## config.mk

```make
export PLATFORM = sky130hd
export DESIGN_NAME = bp_nonsynth_axi_nbf_receiver
export DESIGN_NICKNAME = d
export VERILOG_FILES = /design/src/rtl/bp_nonsynth_axi_nbf_receiver_pkg.sv /design/src/rtl/bp_nonsynth_axi_nbf_receiver_counter.sv /design/src/rtl/bp_nonsynth_axi_nbf_receiver.sv
export SDC_FILE = /design/constraint.sdc
export NUM_CORES = 1
export LEC_CHECK = 0
export CAP_MARGIN = 20
export CORE_ASPECT_RATIO = 0.75
export CORE_UTILIZATION = 54
export CTS_BUF_LIST = sky130_fd_sc_hd__clkbuf_16
export CTS_CLUSTER_SIZE = 25
export DETAILED_ROUTE_END_ITERATION = 6
export HOLD_SLACK_MARGIN = 0.05
export PLACE_DENSITY = 0.85
export SETUP_SLACK_MARGIN = 0.2
export SLEW_MARGIN = 5
export SYNTH_ARGS = -nofsm -noshare
export SYNTH_HDL_FRONTEND = slang
export SYNTH_SLANG_ARGS = --single-unit
```

## constraint.sdc

```tcl
create_clock -name s_axil_aclk -period 6.92 [get_ports s_axil_aclk]
set_input_delay 1.038 -clock s_axil_aclk [delete_from_list [all_inputs] [get_ports s_axil_aclk]]
set_output_delay 1.038 -clock s_axil_aclk [all_outputs]
set_load 0.05 [all_outputs]
```

## src/rtl/bp_nonsynth_axi_nbf_receiver_pkg.sv

```systemverilog
// Shared types and constants for the AXI-Lite NBF receiver.
package bp_nonsynth_axi_nbf_receiver_pkg;

  localparam int unsigned nbf_opcode_width_lp = 8;
  localparam int unsigned nbf_addr_width_lp   = 64;
  localparam int unsigned nbf_data_width_lp   = 64;
  localparam int unsigned nbf_flits_lp        = 5;
  localparam int unsigned nbf_idx_width_lp    = $clog2(nbf_flits_lp);
  localparam int unsigned nbf_count_width_lp  = 16;

  localparam logic [nbf_opcode_width_lp-1:0] e_nbf_finish = 8'hFF;

  localparam logic [1:0] axi_resp_okay_lp   = 2'b00;
  localparam logic [1:0] axi_resp_slverr_lp = 2'b10;

  typedef struct packed {
    logic [nbf_opcode_width_lp-1:0] opcode;
    logic [nbf_addr_width_lp-1:0]   addr;
    logic [nbf_data_width_lp-1:0]   data;
  } bp_nbf_s;

  typedef enum logic {
    e_idle,
    e_resp
  } wr_state_e;

endpackage

```

## src/rtl/bp_nonsynth_axi_nbf_receiver_counter.sv

```systemverilog
// Up counter with synchronous clear; clear has priority and may be combined with up.
module bsg_counter_clear_up #(
  parameter int unsigned max_val_p = 4,
  parameter int unsigned width_p   = $clog2(max_val_p + 1)
) (
  input  logic               i_clk,
  input  logic               i_rst_n,
  input  logic               i_clear,
  input  logic               i_up,
  output logic [width_p-1:0] o_count
);

  logic [width_p-1:0] r_count;

  always_ff @(posedge i_clk or negedge i_rst_n) begin
    if (!i_rst_n) begin
      r_count <= '0;
    end else if (i_clear) begin
      r_count <= width_p'(i_up);
    end else if (i_up) begin
      r_count <= r_count + width_p'(1);
    end
  end

  assign o_count = r_count;

endmodule

```

## src/rtl/bp_nonsynth_axi_nbf_receiver.sv

```systemverilog
// AXI-Lite subordinate that reassembles 32-bit NBF flits into 136-bit commands
// and presents them on a valid/ready port; a finish opcode sets a sticky done.
module bp_nonsynth_axi_nbf_receiver
  import bp_nonsynth_axi_nbf_receiver_pkg::*;
#(
  parameter int unsigned S_AXIL_ADDR_WIDTH = 64,
  parameter int unsigned S_AXIL_DATA_WIDTH = 32,
  parameter logic [63:0] nbf_host_addr_p   = 64'h0
) (
  input  logic                           s_axil_aclk,
  input  logic                           s_axil_aresetn,
  input  logic [S_AXIL_ADDR_WIDTH-1:0]   s_axil_awaddr,
  input  logic                           s_axil_awvalid,
  output logic                           s_axil_awready,
  input  logic [2:0]                     s_axil_awprot,
  input  logic [S_AXIL_DATA_WIDTH-1:0]   s_axil_wdata,
  input  logic                           s_axil_wvalid,
  output logic                           s_axil_wready,
  input  logic [S_AXIL_DATA_WIDTH/8-1:0] s_axil_wstrb,
  output logic                           s_axil_bvalid,
  input  logic                           s_axil_bready,
  output logic [1:0]                     s_axil_bresp,
  input  logic [S_AXIL_ADDR_WIDTH-1:0]   s_axil_araddr,
  input  logic                           s_axil_arvalid,
  output logic                           s_axil_arready,
  input  logic [2:0]                     s_axil_arprot,
  output logic [S_AXIL_DATA_WIDTH-1:0]   s_axil_rdata,
  output logic                           s_axil_rvalid,
  input  logic                           s_axil_rready,
  output logic [1:0]                     s_axil_rresp,
  output bp_nbf_s                        nbf_o,
  output logic                           nbf_v_o,
  input  logic                           nbf_ready_i,
  output logic                           done_o
);

  localparam int unsigned idx_w_lp = nbf_idx_width_lp;
  localparam int unsigned cnt_w_lp = nbf_count_width_lp;

  wr_state_e                      r_state, w_state_n;
  logic                           r_ready_en;
  logic                           r_aw_held, r_w_held;
  logic [S_AXIL_ADDR_WIDTH-1:0]   r_awaddr;
  logic [S_AXIL_DATA_WIDTH-1:0]   r_wdata;
  logic [1:0]                     r_bresp;
  logic [nbf_data_width_lp-1:0]   r_data;
  logic [nbf_addr_width_lp-1:0]   r_addr;
  bp_nbf_s                        r_nbf;
  logic                           r_nbf_v;
  logic                           r_done;
  logic [cnt_w_lp-1:0]            r_delivered;
  logic                           r_rvalid;
  logic [S_AXIL_DATA_WIDTH-1:0]   r_rdata;

  logic [idx_w_lp-1:0] w_idx;
  logic w_commit, w_accept, w_last;
  logic w_aw_hs, w_w_hs, w_ar_hs, w_nbf_hs;
  logic w_unused;

  // Ready gating is held off for one cycle after reset release.
  assign s_axil_awready = r_ready_en & (r_state == e_idle) & ~r_aw_held & ~r_nbf_v;
  assign s_axil_wready  = r_ready_en & (r_state == e_idle) & ~r_w_held  & ~r_nbf_v;
  assign s_axil_arready = r_ready_en & ~r_rvalid;
  assign s_axil_bvalid  = (r_state == e_resp);
  assign s_axil_bresp   = r_bresp;
  assign s_axil_rvalid  = r_rvalid;
  assign s_axil_rdata   = r_rdata;
  assign s_axil_rresp   = axi_resp_okay_lp;
  assign nbf_o          = r_nbf;
  assign nbf_v_o        = r_nbf_v;
  assign done_o         = r_done;

  assign w_aw_hs  = s_axil_awvalid & s_axil_awready;
  assign w_w_hs   = s_axil_wvalid & s_axil_wready;
  assign w_ar_hs  = s_axil_arvalid & s_axil_arready;
  assign w_nbf_hs = r_nbf_v & nbf_ready_i;
  assign w_accept = (r_awaddr == S_AXIL_ADDR_WIDTH'(nbf_host_addr_p)) & ~r_done;
  assign w_last   = (w_idx == idx_w_lp'(nbf_flits_lp - 1));

  assign w_unused = ^{s_axil_awprot, s_axil_wstrb, s_axil_araddr, s_axil_arprot};

  bsg_counter_clear_up #(
    .max_val_p(nbf_flits_lp - 1),
    .width_p  (idx_w_lp)
  ) u_word_idx (
    .i_clk  (s_axil_aclk),
    .i_rst_n(s_axil_aresetn),
    .i_clear(w_commit & w_accept & w_last),
    .i_up   (w_commit & w_accept & ~w_last),
    .o_count(w_idx)
  );

  always_ff @(posedge s_axil_aclk or negedge s_axil_aresetn) begin
    if (!s_axil_aresetn) begin
      r_state <= e_idle;
    end else begin
      r_state <= w_state_n;
    end
  end

  // Commit fires on the transition into the response state.
  always_comb begin
    w_state_n = r_state;
    w_commit  = 1'b0;
    case (r_state)
      e_idle: begin
        if (r_aw_held && r_w_held) begin
          w_state_n = e_resp;
          w_commit  = 1'b1;
        end
      end
      e_resp: begin
        if (s_axil_bready) begin
          w_state_n = e_idle;
        end
      end
    endcase
  end

  // AW and W are captured independently and released together at commit.
  always_ff @(posedge s_axil_aclk or negedge s_axil_aresetn) begin
    if (!s_axil_aresetn) begin
      r_ready_en <= 1'b0;
      r_aw_held  <= 1'b0;
      r_w_held   <= 1'b0;
      r_awaddr   <= '0;
      r_wdata    <= '0;
    end else begin
      r_ready_en <= 1'b1;
      if (w_commit) begin
        r_aw_held <= 1'b0;
        r_w_held  <= 1'b0;
      end else begin
        if (w_aw_hs) begin
          r_aw_held <= 1'b1;
          r_awaddr  <= s_axil_awaddr;
        end
        if (w_w_hs) begin
          r_w_held <= 1'b1;
          r_wdata  <= s_axil_wdata;
        end
      end
    end
  end

  always_ff @(posedge s_axil_aclk or negedge s_axil_aresetn) begin
    if (!s_axil_aresetn) begin
      r_bresp     <= axi_resp_okay_lp;
      r_data      <= '0;
      r_addr      <= '0;
      r_nbf       <= '0;
      r_nbf_v     <= 1'b0;
      r_done      <= 1'b0;
      r_delivered <= '0;
    end else begin
      if (w_commit) begin
        r_bresp <= w_accept ? axi_resp_okay_lp : axi_resp_slverr_lp;
      end
      if (w_commit && w_accept) begin
        case (w_idx)
          idx_w_lp'(0): r_data[31:0]  <= r_wdata[31:0];
          idx_w_lp'(1): r_data[63:32] <= r_wdata[31:0];
          idx_w_lp'(2): r_addr[31:0]  <= r_wdata[31:0];
          idx_w_lp'(3): r_addr[63:32] <= r_wdata[31:0];
          default: begin
            r_nbf.opcode <= r_wdata[7:0];
            r_nbf.addr   <= r_addr;
            r_nbf.data   <= r_data;
          end
        endcase
      end
      if (w_commit && w_accept && w_last) begin
        r_nbf_v <= 1'b1;
      end else if (w_nbf_hs) begin
        r_nbf_v <= 1'b0;
      end
      // Delivered count saturates rather than wrapping.
      if (w_nbf_hs) begin
        if (r_delivered != '1) begin
          r_delivered <= r_delivered + cnt_w_lp'(1);
        end
        if (r_nbf.opcode == e_nbf_finish) begin
          r_done <= 1'b1;
        end
      end
    end
  end

  always_ff @(posedge s_axil_aclk or negedge s_axil_aresetn) begin
    if (!s_axil_aresetn) begin
      r_rvalid <= 1'b0;
      r_rdata  <= '0;
    end else if (r_rvalid) begin
      if (s_axil_rready) begin
        r_rvalid <= 1'b0;
      end
    end else if (w_ar_hs) begin
      r_rvalid <= 1'b1;
      r_rdata  <= S_AXIL_DATA_WIDTH'(r_delivered);
    end
  end

endmodule

```

==> summary.json, run 1 <==
{
  "run_status": {
    "run_status": "completed"
  },
  "synthesis": {
    "netlist_area_mm2": 0.01563,
    "postSynthAreaPerCell_um2": 16.29,
    "synth-seq-area-share": 0.6450,
    "ys_warn_count": 0,
    "yosysTopAreaCell": "dfrtp_1",
    "postSynthRegisterBits": 403,
    "ys_types": 33,
    "synth_area_leaders": "dfrtp_1 (65%), mux2_2 (24%), mux2_4 (3.8%)",
    "synth_top_area_frac": 0.6450,
    "postSynthCellCount": 960
  },
  "worst_setup_path": {
    "critical_path_class": "reg -> reg",
    "critPathRequiredTime_ns": 7.32,
    "critPathMaxStageDelay_ns": 0.69,
    "cp-start-kind": "flop",
    "r2r_slack_ns": 3.34,
    "cp_num_buf_inv": 1,
    "critical_path.endpoint_type": "flop",
    "rr_startpoint": "r_awaddr[32]",
    "critical_path.slowest_cell": "nand3_4",
    "timing.critical_path.arrival_ns": 3.99,
    "worstPathCellList": "nor4_1 > nand4_1 > nor4_4 > nand3_4 > buf_4 > mux2_4",
    "timing.critical_path.fanout_max": 47,
    "r2r_end": "nbf_o[122]",
    "reg2reg_depth": 6,
    "cpLargestDelayFamily": "simple AND/OR/NAND/NOR gates"
  },
  "layout": {
    "n_antenna_cell": 0,
    "utilization": 0.6970,
    "area_growth_pct": 25.93,
    "fillCellCount": 1913,
    "nNetsFinal": 1415,
    "drive_above_1_share": 0.3530,
    "final_common_cell": "dfrtp_1",
    "most-common-layout-cells": "dfrtp_1 (403), mux2_2 (340), clkdlybuf4s50_1 (262), clkbuf_16 (41), mux2_4 (40)"
  },
  "global_routing": {
    "grt_max_degree": 187,
    "gr-usage-all-layers": 0.2286,
    "antenna_found_initial": 2,
    "grt_first_pass_wirelength_mm": 51.72,
    "overflow": 0,
    "grt_pass1_vias": 9251
  },
  "power": {
    "fin_total_pwr_w": 0.005456,
    "combinationalPowerShare": 0.115,
    "power.switching_fraction": 0.2524,
    "seqPwrFrac": 0.535,
    "power.leakage_nw": 9.541,
    "cell_internal_pwr_w": 0.004079,
    "pwr-share-clk": 0.349,
    "power-per-cell-area_mw_per_mm2": 277.1,
    "power.switching_w": 0.001377,
    "worst_ir_drop_vdd_mv": 0.1737
  },
  "cts": {
    "numCtsBuffers": 39,
    "clk_pin_slew_worst_paths_ns": 0.06,
    "clk_path_buf_depth": 3,
    "post-cts-setup-buffer-count": 0,
    "post_cts_resized": 0,
    "hold_bufs_at_cts": 0,
    "cts_htree_levels": 2,
    "clock_sink_count": 403,
    "clock_latency_ns": 0.53,
    "cts_root_buffer": "clkbuf_16",
    "tritoncts": "built"
  },
  "drt": {
    "wl_per_cell_um": 20.14,
    "drt-pass1-iter-count": 4,
    "dr_total_vias": 8712,
    "viasPerCell": 5.312,
    "drtIter0Drc": 343,
    "drt_wl_total_mm": 33.04,
    "ant_nets": 0,
    "route.detailed.drc": 0
  },
  "timing": {
    "hold_viol_final": 0,
    "final-setup-viol-count": 0,
    "fin_tns_setup_ns": 0,
    "slew_violations": 0,
    "max_slew.worst_pin.slew_ns": 1.087,
    "period_share": 0.5177,
    "layout_min_cycle_time_ns": 3.583,
    "timing.fmax_mhz": 279.1,
    "skew_ns": 0.01135,
    "grt_setup_unrepaired": "no",
    "relative_slew_margins": 0.2722
  },
  "flow_run": {
    "timing.max_cap.violations": 0
  },
  "floorplanning": {
    "row_count": 53,
    "die_height_um": 149.4,
    "num_io_pins": 357,
    "floorplan.core_area_mm2": 0.02825,
    "design.die.area_mm2": 0.02965,
    "initial_core_utilization": 0.5535,
    "fp.dieW_um": 198.5
  },
  "place": {
    "place.gp.congestion": 0.7846,
    "io_buffers": 263,
    "dp.final_hpwl_mm": 21.38
  },
  "hold_path": {
    "hold_class": "in -> async"
  }
}
## sequential cells by signal, summed over array words and instances, names as in the netlist
name and flops:
nbf_o 136, done_o 1, s_axil_rdata 16, r_wdata 32, s_axil_bvalid 1, r_delivered 16
s_axil_bresp 1, r_data 64, u_word_idx.o_count 3, r_w_held 1, r_addr 64, r_ready_en 1
nbf_v_o 1, r_awaddr 64, r_aw_held 1, s_axil_rvalid 1
## layer usage
layer | wire [um] | vias to the layer above | global-route usage
met3 | 2238 | 47 | 0.06873
met5 | 13 | - | 0
li1 | - | 3919 | -
met2 | 15490 | 205 | 0.3605
met1 | 14770 | 4539 | 0.3122
met4 | 527 | 2 | 0.05654
## area by class of cell
cell class              count  area [um2]  area share
flip-flops and latches    403       10080      0.5122
multi-input cells         506        5233      0.2658
repair buffers            272        2730      0.1387
clock buffers              41        1026     0.05211
well taps                 385       481.7     0.02447
clock inverters            24       100.1    0.005084
inverters                   9       33.78    0.001716
## cell families (layout without fill, tap and decap cells)
group	after synthesis	in the layout	share of synthesized area
DFF	403	403	0.6450
muxes	381	381	0.2840
and+or+nand+nor	74	74	0.02817
buffers and inverters	69	346	0.02585
xor gates and xnor gates	14	14	0.007843
AOI/OAI and AO/OA	11	11	0.003842
adders and majority gates	6	6	0.004801
other	2	20	0.0004803
## how the worst max path moves through the flow
| stage | from | to | cells past startpoint |
|---|---|---|---|
| floorplan | s_axil_bvalid | nbf_o[100] | 8 |
| CTS | r_awaddr[32] | nbf_o[122] | 6 |
| global route | r_awaddr[32] | nbf_o[122] | 6 |
| detailed placement | r_awaddr[32] | nbf_o[122] | 6 |
| finish | r_awaddr[32] | nbf_o[122] | 6 |
| global placement | r_awaddr[32] | nbf_o[115] | 6 |
## cell usage after synthesis (all sizes together)
cell    number
dfrtp      403
mux2       381
buf         48
nor4        18
nand2       14
nand4       14
clkbuf      12
xnor2       12
nand3       10
inv          9
ha           6
a21oi        4
nor2         4
o21ai        4
and3         3
nor2b        3
nor3         3
and4         2
conb         2
xor2         2
a31oi        1
nand3b       1
o22ai        1
o31ai        1
or3          1
or4          1
## through the flow
step | cells | cell area, um2 | hold WS [ns] | setup slack (ns)
2_1_floorplan | 978 | 15700 | 0.4583 | 4.349
3_3_place_gp | 1575 | 18560 | 0.4717 | 3.427
3_5_place_dp | 1575 | 18560 | 0.4890 | 3.415
4_1_cts | 1640 | 19690 | 0.4141 | 3.384
5_1_grt | 1640 | 19690 | 0.4383 | 3.199
6_report | 1640 | 19690 | 0.4270 | 3.337
## power by group through the flow
stage	registers [W]	clock network [W]	logic [W]
2_1_floorplan	0.00288	0	0.000427
3_3_place_gp	0.00294	0	0.000611
3_5_place_dp	0.00296	0	0.000633
4_1_cts	0.00292	0.00196	0.000638
5_1_grt	0.00296	0.00205	0.000679
6_report	0.00292	0.00191	0.000628
Note: power is estimated with default switching activity, not from simulation.
==> inputs of run 2 (changes only) <==
CORE_UTILIZATION = 50   (was 54)
PLACE_DENSITY = 0.8   (was 0.85)
clock period = 3.37 ns   (was 6.92 ns; I/O delays follow)
==> summary.json, run 2 (same netlist as run 1, synthesis figures left out) <==
{
  "run_status": {
    "run_status": {"value": "finished with violations", "change": "was completed"},
    "failed_checks": "design-rule violations"
  },
  "cts": {
    "clk_path_buf_depth": {"value": 3, "change": "unchanged"},
    "clk_pin_slew_worst_paths": {"value": 0.06, "unit": "ns", "change": "about the same"},
    "tritoncts": {"value": "built", "change": "unchanged"},
    "post-cts-setup-buffer-count": {"value": 0, "change": "unchanged"},
    "clock_latency": {"value": 0.53, "unit": "ns", "change": "about the same"},
    "cts_root_buffer": {"value": "clkbuf_16", "change": "unchanged"},
    "cts_htree_levels": {"value": 2, "change": "unchanged"},
    "numCtsBuffers": {"value": 39, "change": "unchanged"},
    "clock_sink_count": {"value": 403, "change": "unchanged"}
  },
  "floorplanning": {
    "initial_core_utilization": {"value": 0.5129, "change": "was 0.5535"},
    "num_io_pins": {"value": 357, "change": "unchanged"},
    "die_height": {"value": 155.1, "unit": "um", "change": "was 149.4 um"},
    "floorplan.core_area": {"value": 0.03049, "unit": "mm2", "change": "was 0.02825 mm2"},
    "design.die.area": {"value": 0.03199, "unit": "mm2", "change": "was 0.02965 mm2"},
    "row_count": {"value": 55, "change": "was 53"},
    "fp.dieW": {"value": 206.2, "unit": "um", "change": "was 198.5 um"}
  },
  "power": {
    "fin_total_pwr": {"value": 0.01146, "unit": "W", "change": "was 0.005456 W"},
    "power.leakage": {"value": 9.644, "unit": "nW", "change": "was 9.541 nW"},
    "power-per-cell-area": {"value": 574.6, "unit": "mW/mm2", "change": "was 277.1 mW/mm2"},
    "worst_ir_drop_vdd": {"value": 0.3933, "unit": "mV", "change": "was 0.1737 mV"}
  },
  "global_routing": {
    "grt_first_pass_wirelength": {"value": 53.50, "unit": "mm", "change": "was 51.72 mm"},
    "antenna_found_initial": {"value": 0, "change": "was 2"},
    "grt_pass1_vias": {"value": 9541, "change": "was 9,251"},
    "gr-usage-all-layers": {"value": 0.2156, "change": "was 0.2286"},
    "grt_max_degree": {"value": 137, "change": "was 187"},
    "overflow": {"value": 0, "change": "unchanged"}
  },
  "timing": {
    "hold_viol_final": {"value": 0, "change": "unchanged"},
    "layout_min_cycle_time": {"value": 2.867, "unit": "ns", "change": "was 3.583 ns"},
    "period_share": {"value": 0.8507, "change": "was 0.5177"},
    "hold_slack_final": {"value": 0.4972, "unit": "ns", "change": "was 0.4270 ns"},
    "grt_setup_unrepaired": {"value": "no", "change": "unchanged"},
    "timing.fmax": {"value": 348.8, "unit": "MHz", "change": "was 279.1 MHz"},
    "relative_slew_margins": {"value": 0.3989, "change": "was 0.2722"},
    "slew_violations": {"value": 0, "change": "unchanged"},
    "final-setup-viol-count": {"value": 0, "change": "unchanged"},
    "fin_tns_setup": {"value": 0, "unit": "ns", "change": "unchanged"},
    "max_slew.worst_pin.slew": {"value": 0.9017, "unit": "ns", "change": "was 1.087 ns"},
    "skew": {"value": 0.01186, "unit": "ns", "change": "was 0.01135 ns"}
  },
  "drt": {
    "route.detailed.drc": {"value": 33, "change": "was 0"},
    "drt-pass1-iter-count": {"value": 6, "change": "was 4"},
    "dr_total_vias": {"value": 8775, "change": "was 8,712"},
    "ant_nets": {"value": 0, "change": "unchanged"},
    "drt_wl_total": {"value": 33.24, "unit": "mm", "change": "was 33.04 mm"},
    "wl_per_cell": {"value": 19.91, "unit": "um", "change": "was 20.14 um"},
    "drtIter0Drc": {"value": 412, "change": "was 343"},
    "viasPerCell": {"value": 5.254, "change": "was 5.312"}
  },
  "layout": {
    "fillCellCount": {"value": 2182, "change": "was 1,913"},
    "area_growth": {"value": 27.53, "unit": "%", "change": "was 25.93%"},
    "most-common-layout-cells": {"value": "dfrtp_1 (403), mux2_2 (340), clkdlybuf4s50_1 (262), clkbuf_16 (41), mux2_4 (40)", "change": "unchanged"},
    "largest_register_ffs": {"value": 136, "change": "unchanged"},
    "final_common_cell": {"value": "dfrtp_1", "change": "unchanged"},
    "finalInstanceArea": {"value": 0.01994, "unit": "mm2", "change": "was 0.01969 mm2"},
    "nNetsFinal": {"value": 1427, "change": "was 1,415"},
    "drive_above_1_share": {"value": 0.3619, "change": "was 0.3530"},
    "utilization": {"value": 0.6541, "change": "was 0.6970"},
    "n_antenna_cell": {"value": 0, "change": "unchanged"}
  },
  "worst_setup_path": {
    "critical_path_class": {"value": "reg -> reg", "change": "unchanged"},
    "timing.critical_path.fanout_max": {"value": 136, "change": "was 47"},
    "timing.critical_path.arrival": {"value": 3.27, "unit": "ns", "change": "was 3.99 ns"},
    "cp-start-kind": {"value": "flop", "change": "unchanged"},
    "critPathRequiredTime": {"value": 3.77, "unit": "ns", "change": "was 7.32 ns"},
    "critical_path.endpoint_type": {"value": "flop", "change": "unchanged"}
  },
  "hold_path": {
    "hold_class": {"value": "reg -> reg", "change": "was in -> async"}
  },
  "place": {
    "dp.final_hpwl": {"value": 21.97, "unit": "mm", "change": "was 21.38 mm"},
    "place.gp.congestion": {"value": 0.7847, "change": "was 0.7846"},
    "placedInstanceArea": {"value": 0.01873, "unit": "mm2", "change": "was 0.01856 mm2"},
    "io_buffers": {"value": 263, "change": "unchanged"}
  },
  "flow_run": {
    "timing.max_cap.violations": {"value": 0, "change": "unchanged"}
  }
}
run 2: changes by cell type in the layout (fill, tap and decap cells not counted):
cell	previous run	this run
dlygate4sd3_1	0	1
bufinv_16	0	2
clkinvlp_4	0	2
buf_4	7	13
inv_1	18	15
buf_12	2	7
clkinv_1	10	11
clkinv_2	4	6
run 2: power breakdown:
group,internal (W),switching [W],leakage (nW)
clock,0.00235,0.00179,0.611
sequential,0.00546,0.000538,5.40
combinational,0.000751,0.000571,3.63
run 2: layout make-up:
type                            instances  area (um2)  area share
Sequential cell                       403       10080      0.5058
Multi-Input combinational cell        506        5233      0.2624
Timing Repair Buffer                  284        2885      0.1447
Clock buffer                           41        1026     0.05146
Tap cell                              399       499.2     0.02504
Clock inverter                         28       177.7    0.008911
Inverter                                9       33.78    0.001694
run 2: per-stage QoR:
| stage | cells | worst slack, ns |
|---|---|---|
| finish | 1670 | 0.5031 |
| global route | 1670 | 0.4872 |
| CTS | 1670 | 0.6059 |
| detailed placement | 1600 | 0.6405 |
| global placement | 1600 | 0.6771 |
| floorplan | 978 | 0.7992 |
run 2: final timing paths:
path	from	to	slack, ns	cells past startpoint
max	r_awaddr[32]	nbf_o[123]	0.50	6
min	r_addr[22]	nbf_o[86]	0.50	1
max reg2reg	r_awaddr[32]	nbf_o[123]	0.50	6
min reg2reg	r_addr[22]	nbf_o[86]	0.50	1
max in group asynchronous	s_axil_aresetn	r_addr[3]	1.91	3
min in group asynchronous	s_axil_aresetn	r_data[26]	0.60	2
run 2: repair_timing:
action	in CTS	in global routing
hold buffers	1	0
gates resized for setup	0	0
endpoints found under the hold margin	84	0
run 2: metal layers:
metal	GRT usage	wire (um)	part of all wire
met1	0.2945	14810	0.45
met2	0.3453	15720	0.47
met3	0.05802	2211	0.067
met4	0.04937	499	0.015
met5	0	0	0
run 2: critical path, stage by stage (launching register included):
cell and delay [ns]:
dfrtp_1 0.38, nor4_1 0.47, nand4_1 0.33, nor4_4 0.55, nand3_4 0.12, buf_12 0.31
mux2_4 0.43
